File: config.mk
export PLATFORM = sky130hd
export DESIGN_NAME = axi4_burst_master
export DESIGN_NICKNAME = d
export VERILOG_FILES = /design/src/rtl/axi4_master_pkg.sv /design/src/rtl/axi4_w_hold.sv /design/src/rtl/axi4_burst_master.sv
export SDC_FILE = /design/constraint.sdc
export NUM_CORES = 1
export LEC_CHECK = 0
export CORE_AREA = 10 10 111 132
export DETAILED_ROUTE_END_ITERATION = 6
export DIE_AREA = 0 0 121 142
export HOLD_SLACK_MARGIN = 0.02
export PLACE_DENSITY = 0.9
export SLEW_MARGIN = 30
export SYNTH_ARGS = -nofsm -noshare
export SYNTH_HDL_FRONTEND = slang
export SYNTH_SLANG_ARGS = --single-unit
File: constraint.sdc
create_clock -name ACLK -period 3.78 [get_ports ACLK]
set_clock_uncertainty 0.15 [all_clocks]
set_input_delay 1.134 -clock ACLK [delete_from_list [all_inputs] [get_ports ACLK]]
set_output_delay 1.134 -clock ACLK [all_outputs]
set_load 0.05 [all_outputs]
File: src/rtl/axi4_master_pkg.sv
// Shared types and constants for the AXI4 INCR-burst master.
package axi4_master_pkg;

  typedef enum logic [2:0] {
    ST_IDLE,
    ST_AW,
    ST_W,
    ST_B,
    ST_AR,
    ST_R,
    ST_ERR
  } state_t;

  localparam logic [1:0] RESP_OKAY   = 2'b00;
  localparam logic [1:0] RESP_SLVERR = 2'b10;
  localparam logic [1:0] BURST_INCR  = 2'b01;

  function automatic logic [2:0] size_from_width(input int unsigned width);
    case (width)
      8:       return 3'd0;
      16:      return 3'd1;
      32:      return 3'd2;
      64:      return 3'd3;
      default: return 3'd2;
    endcase
  endfunction

endpackage

File: src/rtl/axi4_w_hold.sv
// One-entry W-channel holding register: VALID stays up until READY,
// independent of how the producer drives its own valid.
module axi4_w_hold #(
  parameter int unsigned DATA_WIDTH = 32
) (
  input  logic                  i_clk,
  input  logic                  i_rst_n,
  input  logic                  i_enable,
  input  logic                  i_data_valid,
  output logic                  o_data_ready,
  input  logic [DATA_WIDTH-1:0] i_data,
  output logic                  o_valid,
  output logic [DATA_WIDTH-1:0] o_data,
  input  logic                  i_ready
);

  logic                  r_valid;
  logic [DATA_WIDTH-1:0] r_data;
  logic                  w_load;

  assign o_data_ready = i_enable && (!r_valid || i_ready);
  assign w_load       = i_data_valid && o_data_ready;
  assign o_valid      = r_valid;
  assign o_data       = r_data;

  always_ff @(posedge i_clk or negedge i_rst_n) begin
    if (!i_rst_n) begin
      r_valid <= 1'b0;
      r_data  <= '0;
    end else if (w_load) begin
      r_valid <= 1'b1;
      r_data  <= i_data;
    end else if (r_valid && i_ready) begin
      r_valid <= 1'b0;
    end
  end

endmodule

File: src/rtl/axi4_burst_master.sv
// AXI4 INCR-burst master: command port plus write/read data streams in,
// single outstanding AW/W/B or AR/R transaction out, with completion status.
module axi4_burst_master
  import axi4_master_pkg::*;
#(
  parameter int unsigned ADDR_WIDTH = 16,
  parameter int unsigned DATA_WIDTH = 32
) (
  input  logic                    ACLK,
  input  logic                    ARESETn,
  input  logic                    cmd_valid,
  output logic                    cmd_ready,
  input  logic                    cmd_write,
  input  logic [ADDR_WIDTH-1:0]   cmd_addr,
  input  logic [7:0]              cmd_len,
  input  logic                    wr_data_valid,
  output logic                    wr_data_ready,
  input  logic [DATA_WIDTH-1:0]   wr_data,
  output logic                    rd_data_valid,
  input  logic                    rd_data_ready,
  output logic [DATA_WIDTH-1:0]   rd_data,
  output logic                    rd_last,
  output logic                    done_valid,
  output logic [1:0]              done_resp,
  output logic                    busy,
  output logic [ADDR_WIDTH-1:0]   AWADDR,
  output logic [7:0]              AWLEN,
  output logic [2:0]              AWSIZE,
  output logic [1:0]              AWBURST,
  output logic                    AWVALID,
  input  logic                    AWREADY,
  output logic [DATA_WIDTH-1:0]   WDATA,
  output logic [DATA_WIDTH/8-1:0] WSTRB,
  output logic                    WLAST,
  output logic                    WVALID,
  input  logic                    WREADY,
  input  logic [1:0]              BRESP,
  input  logic                    BVALID,
  output logic                    BREADY,
  output logic [ADDR_WIDTH-1:0]   ARADDR,
  output logic [7:0]              ARLEN,
  output logic [2:0]              ARSIZE,
  output logic [1:0]              ARBURST,
  output logic                    ARVALID,
  input  logic                    ARREADY,
  input  logic [DATA_WIDTH-1:0]   RDATA,
  input  logic [1:0]              RRESP,
  input  logic                    RLAST,
  input  logic                    RVALID,
  output logic                    RREADY
);

  localparam logic [2:0] SIZE = size_from_width(DATA_WIDTH);

  state_t                r_state;
  state_t                w_next;
  logic [ADDR_WIDTH-1:0] r_addr;
  logic [7:0]            r_len;
  logic [8:0]            r_beat_cnt;
  logic                  r_err;
  logic                  r_done_valid;
  logic [1:0]            r_done_resp;

  logic        w_cmd_hs;
  logic        w_w_hs;
  logic        w_r_hs;
  logic        w_is_last;
  logic        w_all_loaded;
  logic        w_hold_en;
  logic        w_hold_valid;
  logic        w_cross;
  logic        w_b_err;
  logic        w_r_err;
  logic [8:0]  w_beats;
  logic [13:0] w_span_end;

  // Burst end offset within the 4 KB page; anything past 4096 crosses.
  assign w_beats    = {1'b0, cmd_len} + 9'd1;
  assign w_span_end = {2'b00, cmd_addr[11:0]} + ({5'd0, w_beats} << SIZE);
  assign w_cross    = w_span_end > 14'd4096;

  assign w_cmd_hs  = cmd_valid && cmd_ready;
  assign w_is_last = r_beat_cnt == {1'b0, r_len};
  assign w_w_hs    = w_hold_valid && WREADY;
  assign w_r_hs    = (r_state == ST_R) && RVALID && rd_data_ready;
  assign w_b_err   = r_err | (BRESP != RESP_OKAY);
  assign w_r_err   = r_err | (RRESP != RESP_OKAY) | (RLAST != w_is_last);

  // Beats sent plus the one parked in the hold register cover the whole burst.
  assign w_all_loaded = ({1'b0, r_beat_cnt} + {9'd0, w_hold_valid}) > {2'b00, r_len};

  axi4_w_hold #(
    .DATA_WIDTH(DATA_WIDTH)
  ) u_w_hold (
    .i_clk        (ACLK),
    .i_rst_n      (ARESETn),
    .i_enable     (w_hold_en),
    .i_data_valid (wr_data_valid),
    .o_data_ready (wr_data_ready),
    .i_data       (wr_data),
    .o_valid      (w_hold_valid),
    .o_data       (WDATA),
    .i_ready      (WREADY)
  );

  always_ff @(posedge ACLK or negedge ARESETn) begin
    if (!ARESETn) r_state <= ST_IDLE;
    else          r_state <= w_next;
  end

  always_comb begin
    w_next = r_state;
    unique case (r_state)
      ST_IDLE: if (w_cmd_hs) w_next = w_cross ? ST_ERR : (cmd_write ? ST_AW : ST_AR);
      ST_AW:   if (AWREADY) w_next = ST_W;
      ST_W:    if (w_w_hs && w_is_last) w_next = ST_B;
      ST_B:    if (BVALID) w_next = ST_IDLE;
      ST_AR:   if (ARREADY) w_next = ST_R;
      ST_R:    if (w_r_hs && w_is_last) w_next = ST_IDLE;
      ST_ERR:  w_next = ST_IDLE;
      default: w_next = ST_IDLE;
    endcase
  end

  always_comb begin
    cmd_ready     = 1'b0;
    AWVALID       = 1'b0;
    ARVALID       = 1'b0;
    BREADY        = 1'b0;
    RREADY        = 1'b0;
    rd_data_valid = 1'b0;
    rd_last       = 1'b0;
    WLAST         = 1'b0;
    w_hold_en     = 1'b0;
    unique case (r_state)
      ST_IDLE: cmd_ready = !r_done_valid;
      ST_AW:   AWVALID = 1'b1;
      ST_W: begin
        w_hold_en = !w_all_loaded;
        WLAST     = w_is_last;
      end
      ST_B:    BREADY = 1'b1;
      ST_AR:   ARVALID = 1'b1;
      ST_R: begin
        RREADY        = rd_data_ready;
        rd_data_valid = RVALID;
        rd_last       = w_is_last;
      end
      default: ;
    endcase
  end

  always_ff @(posedge ACLK or negedge ARESETn) begin
    if (!ARESETn) begin
      r_addr       <= '0;
      r_len        <= '0;
      r_beat_cnt   <= '0;
      r_err        <= 1'b0;
      r_done_valid <= 1'b0;
      r_done_resp  <= RESP_OKAY;
    end else begin
      r_done_valid <= 1'b0;
      unique case (r_state)
        ST_IDLE: if (w_cmd_hs) begin
          r_addr     <= cmd_addr;
          r_len      <= cmd_len;
          r_err      <= 1'b0;
          r_beat_cnt <= '0;
        end
        ST_W: if (w_w_hs) r_beat_cnt <= r_beat_cnt + 9'd1;
        ST_B: if (BVALID) begin
          r_err        <= w_b_err;
          r_done_valid <= 1'b1;
          r_done_resp  <= w_b_err ? RESP_SLVERR : RESP_OKAY;
        end
        ST_R: if (w_r_hs) begin
          r_beat_cnt <= r_beat_cnt + 9'd1;
          r_err      <= w_r_err;
          if (w_is_last) begin
            r_done_valid <= 1'b1;
            r_done_resp  <= w_r_err ? RESP_SLVERR : RESP_OKAY;
          end
        end
        ST_ERR: begin
          r_done_valid <= 1'b1;
          r_done_resp  <= RESP_SLVERR;
        end
        default: ;
      endcase
    end
  end

  assign busy       = r_state != ST_IDLE;
  assign done_valid = r_done_valid;
  assign done_resp  = r_done_resp;
  assign rd_data    = RDATA;

  assign AWADDR  = r_addr;
  assign AWLEN   = r_len;
  assign AWSIZE  = SIZE;
  assign AWBURST = BURST_INCR;
  assign WVALID  = w_hold_valid;
  assign WSTRB   = '1;
  assign ARADDR  = r_addr;
  assign ARLEN   = r_len;
  assign ARSIZE  = SIZE;
  assign ARBURST = BURST_INCR;

endmodule

Word-level counts from Yosys, hierarchy flattened
Cells that the tools add are included.
{"block": "totals", "regBits": 73, "output_inout_bits": 140, "elab_cells": 98, "input_bits": 104}
{"block": "op_classes", "eq_ne": 17, "reduce_logical": 25, "n_mux": 38, "n_addsub": 4, "order_cmp": 2, "bitwise": 3}
{"cell": "$mux 9", "n": 3}
{"cell": "$pmux 9 s3", "n": 1}
{"cell": "$mux 3", "n": 8}
{"cell": "$pmux 3 s6", "n": 1}
{"cell": "$mux 1", "n": 17}
{"cell": "$ne 2x2->1 const B", "n": 8}
{"cell": "$add 12x11->13", "n": 1}
{"cell": "$gt 13x13->1 const B", "n": 1}
{"cell": "$reduce_and 4->1", "n": 3}
{"cell": "$reduce_bool 3->1", "n": 4}
{"cell": "$add 9x1->10", "n": 1}
{"cell": "$gt 10x8->1", "n": 1}
{"cell": "$mux 2", "n": 5}
{"cell": "$add 8x1->9 const B", "n": 1}
{"cell": "$add 9x1->9 const B", "n": 1}
{"cell": "$eq 3x3->1 const B", "n": 3}
{"cell": "$eq 9x8->1", "n": 1}
{"cell": "$logic_and 1x1->1", "n": 8}
{"cell": "$eq 3x2->1 const B", "n": 2}
{"cell": "$pmux 1 s3", "n": 2}
{"cell": "$pmux 2 s3", "n": 1}
{"cell": "$reduce_and 6->1", "n": 1}
{"cell": "$reduce_bool 2->1", "n": 3}
{"cell": "$eq 3x1->1 const B", "n": 1}
{"cell": "7 further kinds", "n": 11}

Depth between registers and ports, before layout
Gate-level depths: netlist of run 1.
{"block": "logic_depth", "depth_word": 7, "mapped_depth": 12}

Modules after synthesis
From an unflattened synthesis of run 1, not the netlist that was laid out.
{"block": "hier_totals", "cells_unflattened": 512, "area_unflattened_um2": 4929.7}
{"module": "axi4_burst_master", "n_inst": 1, "cells_per_inst": 438, "area_per_inst_um2": 3517.1, "seq_area_each_um2": 975.9}
{"module": "axi4_w_hold", "n_inst": 1, "cells_per_inst": 74, "area_per_inst_um2": 1412.6, "seq_area_each_um2": 825.8}

Worst setup path before layout of run 1
OpenSTA, ideal clock, no wires.
{"block": "synth_path", "kind": "reg-to-output", "start": "register u_w_hold.r_valid, in the netlist u_w_hold.o_valid", "end": "output wr_data_ready", "t_required_ps": 2496, "n_path_buf": 0, "stages_incl_launch_ff": 10, "setup_slack_ps": -229, "arrival_time_ps": 2725, "path_cell_list": "dfrtp_1 -> ha_1 -> nand3_1 -> nor2_1 -> and2_1 -> xor2_1 -> ha_1 -> a2111oi_0 -> a31o_2 -> and2_1"}
{"block": "synth_between", "elab_chain_len": 5}
{"item": "start, declared", "line_no": "axi4_w_hold.sv:17", "text": "logic r_valid;"}
{"item": "start signal, assigned", "line_no": "axi4_w_hold.sv:28", "text": "r_valid <= 1'b0;"}
{"item": "start signal, assigned", "line_no": "axi4_w_hold.sv:31", "text": "r_valid <= 1'b1;"}
{"item": "start signal, assigned", "line_no": "axi4_w_hold.sv:34", "text": "r_valid <= 1'b0;"}
{"item": "$add 9x1->10", "line_no": "axi4_burst_master.sv:90", "text": "assign w_all_loaded = ({1'b0, r_beat_cnt} + {9'd0, w_hold_valid}) > {2'b00, r_len};"}
{"item": "$gt 10x8->1", "line_no": "axi4_burst_master.sv:90"}
{"item": "$logic_not 1->1", "line_no": "axi4_burst_master.sv:139", "text": "w_hold_en = !w_all_loaded;"}
{"item": "$mux 1", "line_no": "axi4_burst_master.sv:135", "text": "unique case (r_state)"}
{"item": "$logic_and 1x1->1 (*)", "line_no": "axi4_w_hold.sv:21", "text": "assign o_data_ready = i_enable && (!r_valid || i_ready);"}
{"item": "end, declared", "line_no": "axi4_burst_master.sv:17", "text": "output logic wr_data_ready,"}
Every way passes the cells marked *; elsewhere a longest branch is shown, timed or not.

Final worst setup path of run 1
Ends and elaborated chain as after synthesis.

==> results of run 1 <==
report_power, final:
group	switching (mW)	internal, mW
combinational	2.60	1.40
clock	0.314	0.527
sequential	0.325	1.12
state kept, by name, indices dropped and copies added, names as in the netlist:
name and flops:
u_w_hold.o_data 32, r_state 3, ARADDR 16, r_err 1, done_resp 1, u_w_hold.o_valid 1, done_valid 1, ARLEN 8
r_beat_cnt 9
synth_stat cells (3+ instances only):
| cell type | instances |
|---|---|
| buf_2 | 4 |
| buf_4 | 72 |
| nand2b_1 | 4 |
| mux2_1 | 33 |
| a31oi_1 | 3 |
| o21a_1 | 4 |
| o31a_1 | 4 |
| xor2_1 | 14 |
| nor2_1 | 23 |
| nand2_1 | 71 |
| dfrtp_1 | 72 |
| inv_1 | 13 |
| clkbuf_1 | 5 |
| nand3_1 | 10 |
| and3_1 | 7 |
| o21ai_0 | 17 |
| nand4_1 | 10 |
| and2_1 | 6 |
| a21oi_1 | 13 |
| nor4_1 | 3 |
| clkbuf_8 | 3 |
| nor3_1 | 7 |
| buf_6 | 5 |
| xnor2_1 | 16 |
| ha_1 | 22 |
layer usage:
metal	GRT usage	vias up	wire [um]
met5	0	-	0
met4	0.0573	0	295
met3	0.0413	22	939
met2	0.320	136	8020
met1	0.175	1993	5390
li1	-	1939	-
logic make-up after synthesis:
kind of cell,share of synthesized area
XOR/XNOR,0.0545
adder cells (fa/ha/maj),0.0612
AO/OA/AOI/OAI,0.0975
multiplexers,0.0835
other,0.00156
buffers and inverters,0.151
flip-flops,0.373
AND/OR/NAND/NOR,0.177
through the flow:
step / worst slack [ps] / area, um2 / hold WS (ps) / setup TNS, ps
final: -51.2 / 6830 / 336 / -51.2
after global routing: -130 / 6830 / 357 / -130
after CTS: -15.1 / 6800 / 343 / -15.1
after detailed placement: -629 / 6360 / 331 / -1740
after global placement: -534 / 6360 / 322 / -1490
after floorplan: 45.3 / 4880 / 350 / 0
final cells by class:
class,count,area share
clock buffers,11,0.0355
multi-input cells,339,0.361
repair buffers,211,0.293
flip-flops and latches,72,0.264
clock inverters,5,0.00843
inverters,14,0.00769
well taps,161,0.0295
repair_timing:
item                                    in CTS  in global routing
buffers inserted                             7                  1
gates resized for setup                     33                  7
endpoints found under the setup margin       4                  4
pin swaps                                   14                  8
path summary, 6_finish.rpt:
path | cells after the start | slack [ps] | endpoint | from
worst max-delay path | 10 | -50 | wr_data_ready | u_w_hold.o_valid
worst min-delay path | 1 | 340 | u_w_hold.o_data[3] | u_w_hold.o_data[3]
worst max register to register | 12 | 690 | u_w_hold.o_data[31] | r_beat_cnt[4]
worst min register to register | 1 | 340 | u_w_hold.o_data[3] | u_w_hold.o_data[3]
max in group asynchronous | 1 | 2330 | r_beat_cnt[3] | ARESETn
min in group asynchronous | 1 | 670 | u_w_hold.o_data[28] | ARESETn
critical path, cell delays in order (launching register included):
cell and delay [ps]:
dfrtp_2 400, ha_4 170, nand3_4 90, nor2_4 140
and2_4 160, xor2_1 160, ha_1 290, a2111oi_2 310
a31o_2 220, and2_4 150, buf_12 130
==> impl_metrics.ini, run 1 <==
[status]
status = complete, but fails checks
violations = negative setup slack

[global_route]
antenna_found_initial = 0
grt_pass1_vias = 4503
gr-usage-all-layers = 0.169
grt_pass1_wl_um = 23300
grt_max_degree = 73
overflow = 0

[yosys]
ys.flop_type = dfrtp_1
avgSynthCellArea_um2 = 9.63
yosys_warnings = 0
ys_seq_elements = 72
async_flop_share = 1.00
yosysSeqAreaShare = 0.373
synth.largest_area_cell = dfrtp_1
ys_top_cells_by_area = dfrtp_1 (37%), buf_4 (11%), mux2_1 (7.7%), ha_1 (5.7%), nand2_1 (5.5%)
syn-instance-count = 501
ys_types = 70
synth-edff-count = 0
netlist_area_mm2 = 0.00482
yosysTopAreaCellShare = 0.373

[clock_network]
ctsHoldBuffers = 0
cts.sinks = 72
cts_max_path_buffers = 2
clk-insertion-delay-late_ps = 330
path_clk_slew_ps = 60
cts-root-buf = clkbuf_16
cts_buffers = 9
cts_tree = done
cts.htree.levels = 3

[timing]
timing.final.crit_period_ps = 3830
setup_ws_ps = -51.2
rsz0062_at_grt = true
worst_pin_slew_ps = 648
fin_crit_sh = 1.01
setup_viol = 1
slew_viol_final = 0
max_slew_margin = 0.568
max_freq_mhz = 261
hold_viol_final = 0

[layout]
area_growth_syn_to_layout_pct = 41.6
mostFrequentLayoutCells = clkdlybuf4s50_1 (150), nand2_1 (71), dfrtp_1 (70)
seqCellArea_mm2 = 0.00180
diodes = 0
multi_input_area_mm2 = 0.00247
fill_cells = 1037
fin_cells = 813
nets = 774
final_common_cell = clkdlybuf4s50_1
drive_gt1_frac = 0.169
fin_util = 0.567

[place]
gp_congestion = 0.866
numPortBuffers = 164
dp_hpwl_um = 11800
placed_cells = 789

[worst_setup_path]
critPathMaxFanout = 3
worstSetupEndpointType = output port
crit_type = flop to output port
crit_path_start_kind = flop
cp.arrival_ps = 2550
cp_data_required_time_ps = 2500

[die]
start_util = 0.400
die_area_mm2 = 0.0172
io-pin-count = 244
die_h_um = 142
fp.dieW_um = 121
fp-row-count = 44
core_mm2 = 0.0121

[power]
ir_drop_uv = 585
power_density_mw_per_mm2 = 921
p_total_mw = 6.29
power_leakage_nw = 2.99

[detailed_routing]
wl_per_cell_um = 18.0
viasPerCell = 5.03
first_pass_iters = 4
drc_errors = 0
via_count = 4090
ant_nets = 0
drt-total-wl_um = 14600
drt_iter0_drc = 223

[flow_run]
drv_cap = 0

[hold_path]
hold_class = flop to flop
Power figures use the tool's default switching activity.
==> inputs of run 2 (changes only) <==
--- a/config.mk
+++ b/config.mk
@@ -10,6 +10,7 @@
 export DIE_AREA = 0 0 121 142
 export HOLD_SLACK_MARGIN = 0.02
 export PLACE_DENSITY = 0.9
+export SKIP_LAST_GASP = 1
 export SLEW_MARGIN = 30
 export SYNTH_ARGS = -nofsm -noshare
 export SYNTH_HDL_FRONTEND = slang
==> impl_metrics.ini, run 2 (synthesis gave the netlist of run 1 again) <==
[timing]
max_freq_mhz = 260
worst_pin_slew_ps = 657
setup_viol = 1
max_slew_margin = 0.562
slew_viol_final = 0
holdWs_ps = 336
timing.final.crit_period_ps = 3850
rsz0062_at_grt = true
hold_viol_final = 0
fin_crit_sh = 1.02
setup_ws_ps = -66.7

[clock_network]
cts_max_path_buffers = 2
path_clk_slew_ps = 60
cts.htree.levels = 3
ctsHoldBuffers = 0
cts-root-buf = clkbuf_16
clk-insertion-delay-late_ps = 330
cts_buffers = 9
cts_tree = done
cts.sinks = 72

[worst_setup_path]
critPathMaxStageDelay_ps = 470
cp.arrival_ps = 2560
critical_path.slowest_cell = dfrtp_1
critPathMaxFanout = 5
worstSetupEndpointType = output port
crit_type = flop to output port
crit_top_cell = o21a_1
crit_chain = and3_1, nand3_1, xnor2_1, ha_1, o21a_1, o21a_1, o22ai_1, a31o_2, and2_2, buf_12
cp_data_required_time_ps = 2500
critPathTopFamily = compound AO/OA/AOI/OAI gates
cp_num_buf_inv = 1
crit_path_start_kind = flop

[layout]
diodes = 0
nets = 774
drive_gt1_frac = 0.169
final_common_cell = clkdlybuf4s50_1
mostFrequentLayoutCells = clkdlybuf4s50_1 (150), nand2_1 (71), dfrtp_1 (70)
area_growth_syn_to_layout_pct = 41.2
largest_register_ffs = 32

[global_route]
gr-usage-all-layers = 0.169
overflow = 0
grt_max_degree = 73
grt_pass1_vias = 4506
grt_pass1_wl_um = 23300
antenna_found_initial = 0

[die]
fp.dieW_um = 121
core_mm2 = 0.0121
start_util = 0.400
io-pin-count = 244
die_area_mm2 = 0.0172
fp-row-count = 44
die_h_um = 142

[detailed_routing]
viasPerCell = 5.05
drt_iter0_drc = 189
drc_errors = 0
ant_nets = 0
first_pass_iters = 4
drt-total-wl_um = 14700
via_count = 4104
wl_per_cell_um = 18.1

[power]
power_density_mw_per_mm2 = 921
ir_drop_uv = 585
power_leakage_nw = 2.99
p_total_mw = 6.28

[place]
gp_congestion = 0.866
dp_hpwl_um = 11800
numPortBuffers = 164

[status]
violations = negative setup slack
status = complete, but fails checks

[hold_path]
hold_class = flop to flop

[flow_run]
drv_cap = 0
run 2: per-layer routing:
layer	global-route usage	routed length [um]	up-vias	share of wire
met5	0	0	-	0
met4	0.0592	350	0	0.024
met3	0.0417	939	26	0.064
met2	0.319	7940	134	0.54
met1	0.175	5450	2006	0.37
li1	-	-	1938	-
run 2: area by class of cell:
type / count / area [um2]
clock buffers: 11 / 243
clock inverters: 5 / 57.6
fillers: 1040 / 5250
inverters: 14 / 52.6
multi-input cells: 339 / 2450
flip-flops and latches: 72 / 1800
well taps: 161 / 201
repair buffers: 211 / 2000
run 2: through the flow:
stage | cell area, um2 | utilization | setup slack (ps) | std cells | setup TNS (ps)
floorplan | 4880 | - | 45.3 | 514 | 0
global placement | 6360 | 0.528 | -534 | 789 | -1490
detailed placement | 6360 | 0.528 | -629 | 789 | -1740
CTS | 6790 | 0.563 | -37.5 | 812 | -37.5
global route | 6810 | 0.565 | -198 | 813 | -198
finish | 6810 | 0.565 | -66.7 | 813 | -66.7
run 2: path summary, 6_finish.rpt:
check / from / endpoint / slack, ps / cells after the start
worst min-delay path: u_w_hold.o_data[3] / u_w_hold.o_data[3] / 340 / 1
worst min register to register: u_w_hold.o_data[3] / u_w_hold.o_data[3] / 340 / 1
max in group asynchronous: ARESETn / r_beat_cnt[3] / 2330 / 1
min in group asynchronous: ARESETn / u_w_hold.o_data[28] / 670 / 1
worst max-delay path: r_beat_cnt[4] / wr_data_ready / -70 / 10
worst max register to register: r_beat_cnt[4] / u_w_hold.o_data[31] / 660 / 12
run 2: power breakdown:
part,total (mW),switching [mW],internal (mW)
combinational,4.00,2.60,1.40
clock,0.841,0.314,0.527
sequential,1.44,0.319,1.12
run 2: what timing repair did:
action                                  CTS  global route
setup buffers                             7             1
pin swaps                                14             9
resized for setup                        31             6
endpoints found under the setup margin    4             4
==> inputs of run 3 (changes only) <==
--- a/config.mk
+++ b/config.mk
@@ -5,13 +5,14 @@
 export SDC_FILE = /design/constraint.sdc
 export NUM_CORES = 1
 export LEC_CHECK = 0
-export CORE_AREA = 10 10 111 132
+export CORE_AREA = 10 10 110 136
 export DETAILED_ROUTE_END_ITERATION = 6
-export DIE_AREA = 0 0 121 142
+export DIE_AREA = 0 0 120 146
 export HOLD_SLACK_MARGIN = 0.02
-export PLACE_DENSITY = 0.9
+export PLACE_DENSITY = 0.89
 export SKIP_LAST_GASP = 1
 export SLEW_MARGIN = 30
 export SYNTH_ARGS = -nofsm -noshare
 export SYNTH_HDL_FRONTEND = slang
+export SYNTH_HIERARCHICAL = 1
 export SYNTH_SLANG_ARGS = --single-unit
==> impl_metrics.ini, run 3 <==
[status]
status = complete, but fails checks
violations = negative setup slack

[flow_run]
drv_cap = 0

[yosys]
yosysTopAreaCellShare = 0.365
yosysSeqAreaShare = 0.365
post-synth-top-count-cell = nand2_1
ys_seq_elements = 72
netlist_area_mm2 = 0.00493
synth-edff-count = 0
ys_top_cells_by_area = dfrtp_1 (37%), buf_4 (11%), mux2_4 (9.1%), nand2_1 (6.0%), ha_1 (5.6%)
synthTopCellsByCount = nand2_1 (79), dfrtp_1 (72), buf_4 (71), mux2_4 (30), nor2_1 (28)
avgSynthCellArea_um2 = 9.63
ys_types = 61
async_flop_share = 1.00
synth.largest_area_cell = dfrtp_1
yosys_warnings = 6
ys.flop_type = dfrtp_1
syn-instance-count = 512

[hold_path]
hold_start = u_w_hold/o_data[25]
whs_path_depth = 1
hold_end = u_w_hold/o_data[25]
hold_class = flop to flop

[die]
fp-row-count = 46
die_h_um = 146
io-pin-count = 244
die_area_mm2 = 0.0175
start_util = 0.395
fp.dieW_um = 120
core_mm2 = 0.0125

[layout]
largest_register_ffs = 32
drive_gt1_frac = 0.178
area_growth_syn_to_layout_pct = 40.9
diodes = 0
seqCellArea_mm2 = 0.00180
fin_util = 0.556
mostFrequentLayoutCells = clkdlybuf4s50_1 (156), nand2_1 (79), dfrtp_1 (71)
final_common_cell = clkdlybuf4s50_1
fill_cells = 1073
multi_input_area_mm2 = 0.00253
design_area_mm2 = 0.00695
nets = 781

[clock_network]
path_clk_slew_ps = 60
ctsHoldBuffers = 0
cts-root-buf = clkbuf_16
cts_tree = done
cts_buffers = 9
clk-insertion-delay-late_ps = 330
cts.sinks = 72
cts.htree.levels = 3
cts_max_path_buffers = 2

[worst_setup_path]
critPathMaxStageDelay_ps = 420
cp_data_required_time_ps = 2500
reg2reg_slack_ps = 520
crit_chain = ha_4, nand4_1, inv_1, nand2_1, xnor2_1, ha_1, nand4_1, o22ai_2, o2111ai_2, a21oi_2, and2_4, buf_12
crit_type = flop to output port
worstSetupEndpointType = output port
critPathMaxFanout = 3
cp.arrival_ps = 2620
critical_path.slowest_cell = dfrtp_1
crit_top_cell = nand4_1
crit_path_start_kind = flop
r2r_end = u_w_hold/o_data[26]
worstRegToRegCells = 15
timing.rr.start = u_w_hold/o_valid

[detailed_routing]
dr_wl_met2_um = 7940
maxUsedRoutingLayer = met4
wl_met3_um = 895
viasPerCell = 4.97
first_pass_iters = 4
ant_nets = 0
drt_iter0_drc = 199
drc_errors = 0
via_count = 4110
drt-total-wl_um = 14800
wl_per_cell_um = 17.9
wl_met1_um = 5600

[timing]
setup_viol = 1
max_freq_mhz = 256
holdWs_ps = 354
setup_ws_ps = -123
slew_viol_final = 0
hold_viol_final = 0
worst_pin_slew_ps = 734
rsz0062_at_grt = true
timing.final.crit_period_ps = 3900
fin_crit_sh = 1.03
max_slew_margin = 0.510

[place]
dpl_cell_area_mm2 = 0.00649
dp_hpwl_um = 11600
pre_cts_ws_ps = -346
gp_congestion = 0.936
numPortBuffers = 164

[global_route]
overflow = 0
grt_max_degree = 73
grt_pass1_wl_um = 23400
antenna_found_initial = 0
gr-usage-all-layers = 0.165
grt_pass1_vias = 4381

[power]
ir_drop_uv = 545
p_total_mw = 6.82
power_leakage_nw = 3.11
power_density_mw_per_mm2 = 981
-- run 3: area by class of cell --
type,instances,area share
inverter,16,0.00864
timing repair buffer,207,0.289
clock buffer,11,0.0335
multi-input combinational,348,0.364
tap,168,0.0303
sequential,72,0.259
clock inverter,5,0.0151
-- run 3: power by group --
part	leakage (nW)	switching, mW	internal, mW
registers	0.886	0.298	1.12
clock network	0.156	0.319	0.645
logic	2.07	2.78	1.65
total	3.11	3.40	3.42
-- run 3: repair_timing --
action / CTS / global route
pin swaps: 7 / 10
cloned: 0 / 0
setup endpoints to repair: 1 / 4
gates resized for setup: 10 / 12
setup buffers: 2 / 1
-- run 3: per-stage QoR --
step | instances | TNS (ps)
floorplan | 525 | 0
global placement | 808 | -652
detailed placement | 808 | -903
CTS | 826 | -107
global route | 827 | -393
finish | 827 | -123
-- run 3: logic make-up after synthesis --
family | after synthesis | synth area share
fa+ha+maj | 23 | 0.0599
flops | 72 | 0.365
simple gates | 180 | 0.175
mux | 35 | 0.103
compound gates | 65 | 0.0932
xor+xnor | 30 | 0.0533
other cells | 2 | 0.00152
buf+inv | 105 | 0.149
-- run 3: critical path, delay by kind of cell, from the launching register on --
kind / cells / cell delay, ps
simple gates: 4 / 490
xor+xnor: 1 / 140
flops: 1 / 420
buf+inv: 2 / 260
compound gates: 3 / 460
fa+ha+maj: 2 / 510
-- run 3: metal layers --
layer / vias to the layer above / global-route usage
met1: 1994 / 0.171
met3: 30 / 0.0443
li1: 1940 / -
met5: - / 0
met4: 0 / 0.0780
met2: 146 / 0.299
-- run 3: worst max path at each step --
stage          slack (ps)        startpoint             to  depth (start not counted)
2_1_floorplan          20  u_w_hold/o_valid  wr_data_ready                         11
3_3_place_gp         -250        cmd_len[0]     r_state[1]                         12
3_5_place_dp         -350        cmd_len[0]     r_state[1]                         12
4_1_cts              -110  u_w_hold/o_valid  wr_data_ready                         12
5_1_grt              -380  u_w_hold/o_valid  wr_data_ready                         12
6_report             -120  u_w_hold/o_valid  wr_data_ready                         12
